[src/rtl/icache_pkg.sv]
// Shared types and constants for the direct-mapped instruction cache.
package icache_pkg;

  localparam int unsigned ISZ = 32;

  typedef enum logic [1:0] {
    ICACHE_IDLE = 2'd0,
    ICACHE_MISS = 2'd1,
    ICACHE_DROP = 2'd2
  } icache_state_t;

endpackage

[src/rtl/icache_array.sv]
// Valid/tag/data line storage: asynchronous read port, one-cycle write port.
module icache_array
  import icache_pkg::*;
#(
  parameter int INDEX_W = 6,
  parameter int TAG_W   = 30 - INDEX_W
) (
  input  logic               clk,
  input  logic               rst,
  input  logic [INDEX_W-1:0] raddr,
  output logic               rvalid,
  output logic [TAG_W-1:0]   rtag,
  output logic [ISZ-1:0]     rdata,
  input  logic               we,
  input  logic [INDEX_W-1:0] waddr,
  input  logic [TAG_W-1:0]   wtag,
  input  logic [ISZ-1:0]     wdata
);

  localparam int LINES = 1 << INDEX_W;

  logic [LINES-1:0] valid;
  logic [TAG_W-1:0] tags [LINES];
  logic [ISZ-1:0]   data [LINES];

  // Only the valid bits carry reset; tag/data are don't-care until filled.
  always_ff @(posedge clk) begin
    if (!rst) begin
      valid <= '0;
    end else if (we) begin
      valid[waddr] <= 1'b1;
    end
  end

  always_ff @(posedge clk) begin
    if (we) begin
      tags[waddr] <= wtag;
      data[waddr] <= wdata;
    end
  end

  assign rvalid = valid[raddr];
  assign rtag   = tags[raddr];
  assign rdata  = data[raddr];

endmodule

[src/rtl/icache.sv]
// Direct-mapped one-word-per-line instruction cache in front of mem_ctrl.
// Optional hit/miss counters enabled by defining ICACHE_STAT_EN.
module icache
  import icache_pkg::*;
#(
  parameter int INDEX_W = 6
) (
  input  logic           clk,
  input  logic           rst,
  input  logic           rdy,
  input  logic           if_req,
  input  logic [31:0]    if_addr,
  input  logic           if_flush,
  output logic           if_valid,
  output logic [ISZ-1:0] if_inst,
  output logic           mc_req,
  output logic [31:0]    mc_addr,
  input  logic           mc_flag,
  input  logic [31:0]    mc_inst
`ifdef ICACHE_STAT_EN
  ,
  output logic [31:0]    hit_cnt,
  output logic [31:0]    miss_cnt
`endif
);

  localparam int TAG_W = 30 - INDEX_W;

  icache_state_t      state;
  logic               rvalid;
  logic [TAG_W-1:0]   rtag;
  logic [ISZ-1:0]     rdata;
  logic               hit;
  logic               we;
  logic               unused_ok;

  assign unused_ok = ^if_addr[1:0];

  // Fills are addressed from the latched miss address, so a flushed or
  // redirected IF cannot retarget the in-flight write.
  assign we  = rdy && (state != ICACHE_IDLE) && mc_flag;
  assign hit = rvalid && (rtag == if_addr[31:INDEX_W+2]);

  icache_array #(
    .INDEX_W(INDEX_W),
    .TAG_W  (TAG_W)
  ) u_array (
    .clk   (clk),
    .rst   (rst),
    .raddr (if_addr[INDEX_W+1:2]),
    .rvalid(rvalid),
    .rtag  (rtag),
    .rdata (rdata),
    .we    (we),
    .waddr (mc_addr[INDEX_W+1:2]),
    .wtag  (mc_addr[31:INDEX_W+2]),
    .wdata (mc_inst)
  );

  always_ff @(posedge clk) begin
    if (!rst) begin
      state    <= ICACHE_IDLE;
      if_valid <= 1'b0;
      if_inst  <= '0;
      mc_req   <= 1'b0;
      mc_addr  <= '0;
    end else if (rdy) begin
      if_valid <= 1'b0;
      case (state)
        ICACHE_IDLE: begin
          if (if_req && !if_flush) begin
            if (hit) begin
              if_valid <= 1'b1;
              if_inst  <= rdata;
            end else begin
              state   <= ICACHE_MISS;
              mc_req  <= 1'b1;
              mc_addr <= {if_addr[31:2], 2'b00};
            end
          end
        end
        ICACHE_MISS: begin
          if (mc_flag) begin
            state  <= ICACHE_IDLE;
            mc_req <= 1'b0;
            if (!if_flush) begin
              if_valid <= 1'b1;
              if_inst  <= mc_inst;
            end
          end else if (if_flush) begin
            state <= ICACHE_DROP;
          end
        end
        ICACHE_DROP: begin
          if (mc_flag) begin
            state  <= ICACHE_IDLE;
            mc_req <= 1'b0;
          end
        end
        default: state <= ICACHE_IDLE;
      endcase
    end
  end

`ifdef ICACHE_STAT_EN
  // A hit counts even when a same-cycle flush suppresses its response.
  always_ff @(posedge clk) begin
    if (!rst) begin
      hit_cnt  <= '0;
      miss_cnt <= '0;
    end else if (rdy && state == ICACHE_IDLE && if_req) begin
      if (hit)
        hit_cnt <= hit_cnt + 32'd1;
      else if (!if_flush)
        miss_cnt <= miss_cnt + 32'd1;
    end
  end
`endif

endmodule
[config.mk]
export PLATFORM = sky130hd
export DESIGN_NAME = icache
export DESIGN_NICKNAME = d
export VERILOG_FILES = /design/src/rtl/icache_pkg.sv /design/src/rtl/icache_array.sv /design/src/rtl/icache.sv
export SDC_FILE = /design/constraint.sdc
export NUM_CORES = 2
export LEC_CHECK = 0
export CORE_ASPECT_RATIO = 1.4
export CORE_UTILIZATION = 40
export CTS_BUF_LIST = sky130_fd_sc_hd__clkbuf_16
export CTS_CLUSTER_SIZE = 10
export DETAILED_ROUTE_END_ITERATION = 6
export PLACE_DENSITY = 0.66
export SLEW_MARGIN = 20
export SYNTH_ARGS = -nofsm -noshare
export SYNTH_HDL_FRONTEND = slang
export SYNTH_SLANG_ARGS = --single-unit
[constraint.sdc]
create_clock -name clk -period 5.1 [get_ports clk]
set_input_delay 1.02 -clock clk [delete_from_list [all_inputs] [get_ports clk]]
set_output_delay 1.02 -clock clk [all_outputs]
set_load 0.005 [all_outputs]
==> results.md <==
- dominant combinational cell family by area after synthesis: multiplexers
- DR WL/cell: 34.8 um
- warnings from Yosys: 0
- worst ir drop on vdd: 0.295 mV
- maximum single-stage delay on the critical path: 0.73 ns
- clock latency of the later-clocked register in the worst-skew pair: 0.96 ns
- number of antenna violations at the first check in global routing: 22
- multiplexer share of the synthesized area: 17.7%
- setup repair after global routing missed its margin: no
- number of top-level pins: 136
- Arr. time, crit path: 5.58 ns
- CTS tree: yes
- arithmetic-cell share of the synthesized area counting full adders, half adders and majority gates: 0.0262%
- power density relative to cell area: 379 mW/mm^2
- smallest setup slack after layout: 0.289 ns
- initial cell density of the core: 40.2%
- input/output buffers: 131
- Final Cycle Share: 94.3%
- Final Skew: 0.0894 ns
- Die Ht: 710 um
- floorplan die area: 0.360 mm^2
- post-CTS setup repair buffer count: 0
- total number of placement rows: 259
- final-stage net count: 7133
- Max-slew headroom: 27.0%
- number of instances on the worst hold path: 1
- dominant cell type by count on the critical path: buf_12
- number of design rule violations left after detail routing: 0
- number of instances in the synthesized netlist: 6373
- Buf/Inv on CP: 6
- ordered cell list for the critical path: buf_8, buf_12, buf_12, buf_12, mux4_2, nand2_1, nand2_1, a211oi_1, nor4bb_1, buf_4, xor2_1, o211ai_1, or4_1, o21a_4, buf_12, mux2i_1
- Post-synth ARST share: 0%
- Hold Path End: u_array.data[63][24]
- Worst Setup End Kind: flip-flop
- clock slew at reported path FFs: 0.05 ns
- capturing point of the worst reg2reg path: if_inst[6]
- endpoints failing setup: 0
- portion of the post-synthesis area used by sequential elements: 77.0%
- commonest register cell after synthesis: edfxtp_1
- first-pass GRT wire length: 577 mm
- total grt overflow: 0
- number of vias in the routed layout: 72243
- core area: 0.356 mm^2
- maximum number of pins on one net before global-route repair: 72
- mean area per synthesized cell: 22.4 um^2
- max frequency: 0.208 GHz
- count of cells along the worst register-to-register path: 12
- Hold Fails Final Rpt: 0
- kind of launch point of the worst setup path: input pin
- simple logic cell fraction of the synthesized area: 2.05%
- most frequent standard cell in the layout excluding fill and tap cells: edfxtp_1
- vias in the first global route: 73562
- outcome: completed
- setup slack of the most critical reg-to-reg path: 0.73 ns
- Detailed Place HPWL: 237 mm
- number of buffers inserted for hold repair after clock tree synthesis: 0
- Hold Startpoint: mc_inst[24]
- post-synthesis xor/xnor area fraction: 0.135%
- Compound-Gate Fraction of Synth Area: 1.48%
- fin cells: 12016
- Hold WC Path Type: input pin to flip-flop
- number of pins with negative max-slew slack in the final report: 0
- worst-case setup slack after placement: -0.543 ns
- post-synthesis cell type count: 77
- Slew @ Worst Pin: 1.10 ns
- total number of H-tree levels: 5
- maximum root-to-sink buffer count: 4
- count of max-cap constraint violations: 0
- number of cells upsized or downsized after cts: 0
- final routed wirelength across all metal layers: 418 mm
- number of synthesized flops with an enable pin: 3584
- Cells after DPL: 11340
- DR pass1 iterations: 6
- leakage power figure: 55.2 nW
- TritonCTS sink count: 3714
- CP Data Required Time: 5.87 ns
- Overall Global Routing Usage: 23.0%
- reg-to-reg startpoint: u_array.tags[12][17]
- synth-to-layout area growth: 15.8%
- iteration-0 DRC count of the detailed router: 9635
- mapped cell area: 0.143 mm^2
- die outline width: 507 um
- cell family contributing the most delay on the critical path: simple AND/OR/NAND/NOR gates
- total CTS buffers: 415
- residual antenna-violating net count after detailed routing: 0
- CP max-delay cell: a211oi_1
- vias per std cell: 6.01
- fraction of layout cells with a size suffix above 1: 28.6%
- critical path start-end classification: input pin to flip-flop
- Clock Tree Root: clkbuf_16
- routability-driven placement congestion ratio: 0.851
- commonest cells after routing, fill and taps aside: edfxtp_1, mux4_2, clkbuf_16
- maximum fanout encountered on the critical timing path: 18
- time the final worst path needs with I/O delays and setup: 4.81 ns
- #FFs+latches synth: 3714
==> worst register-to-register path, delay by kind of cell, from the launching register on <==
family                    cells  cell delay [ns]
xor gates and xnor gates      1             0.20
muxes                         3             0.87
and+or+nand+nor               2             1.13
buffers and inverters         2             0.39
DFF                           1             0.38
AOI/OAI and AO/OA             4             1.31
==> cell usage after synthesis, drive strengths merged, types with 4 or more instances <==
library cell	n	area, um^2
edfxtp	3584	108000
mux4	969	21800
mux2i	297	2970
buf	257	1860
nand2	249	935
nor2	240	903
dfxtp	130	2600
clkbuf	93	350
a22oi	81	608
nand3	54	270
mux2	43	484
o21ai	36	180
a221oi	28	245
a21oi	27	135
o22ai	25	156
nor2b	24	150
nor3	20	100
xor2	15	131
a31oi	14	87.6
and3	14	87.6
nand4	14	87.6
nand2b	13	81.3
inv	11	41.3
a211oi	10	75.1
a2111oi	9	110
nor4	9	68.8
o211ai	9	77.6
and2	8	50.1
xnor2	7	61.3
a32oi	6	52.6
o21a	6	45.0
nand3b	5	37.5
o2111ai	5	43.8
or3	5	31.3
a22o	4	35.0
or3b	4	35.0
==> kinds of logic after synthesis <==
logic type | count (synthesis)
adders and majority gates | 3
DFF | 3714
xor gates and xnor gates | 22
AOI/OAI and AO/OA | 290
buffers and inverters | 363
and+or+nand+nor | 671
other | 1
muxes | 1309
==> worst max path at each step <==
stage	endpoint	depth (start not counted)	start	slack, ns
finish	if_inst[6]	16	if_addr[3]	0.29
global route	if_inst[29]	16	if_addr[3]	0.35
CTS	if_inst[6]	16	if_addr[3]	0.43
detailed placement	if_inst[30]	16	if_addr[3]	-0.54
global placement	if_inst[2]	16	if_addr[3]	-0.55
floorplan	if_inst[18]	18	if_addr[2]	0.44
==> per-layer routing <==
layer  up-vias  global-route usage [%]  wire length [um]
li1      28187                       -                 -
met1     39020                    27.5            145000
met2      4063                    40.0            214000
met3       953                    4.31             36800
met4        20                    10.9             22200
met5         -                       0               118
==> power breakdown <==
group          leakage, nW  internal, mW  total [mW]  switching, mW
logic                 13.3          1.24        2.92           1.68
registers             35.4          33.4        33.5         0.0896
clock network         6.54          14.8        26.3           11.5
total                 55.2          49.5        62.8           13.3
==> flip-flops by register name (all words and copies together) (netlist names) <==
name	cells
if_inst	32
state	2
u_array.tags	1536
mc_req	1
u_array.valid	64
u_array.data	2048
if_valid	1
mc_addr	30
==> cell type report <==
| class | instances | area [um^2] |
|---|---|---|
| inverters | 13 | 58.8 |
| flip-flops and latches | 3714 | 110000 |
| multi-input cells | 2297 | 31100 |
| clock inverters | 248 | 1180 |
| diodes | 6 | 15.0 |
| repair buffers | 619 | 6610 |
| well taps | 4698 | 5880 |
| clock buffers | 421 | 10500 |
| fillers | 28843 | 190000 |
==> per-stage QoR <==
| stage | TNS (ns) | cell area, um^2 | util [%] | hold slack (ns) | power, mW |
|---|---|---|---|---|---|
| after global placement | -31.32 | 154000 | 43.2 | 0.444 | 37.0 |
| after CTS | 0 | 166000 | 46.5 | 0.397 | 63.0 |
| after global routing | 0 | 166000 | 46.6 | 0.434 | 64.3 |
| after detailed placement | -29.88 | 154000 | 43.2 | 0.451 | 37.1 |
| after floorplan | 0 | 143000 | - | 0.435 | 35.8 |
| final | 0 | 166000 | 46.6 | 0.445 | 62.8 |
No activity file was read; power rests on OpenSTA's default activity.
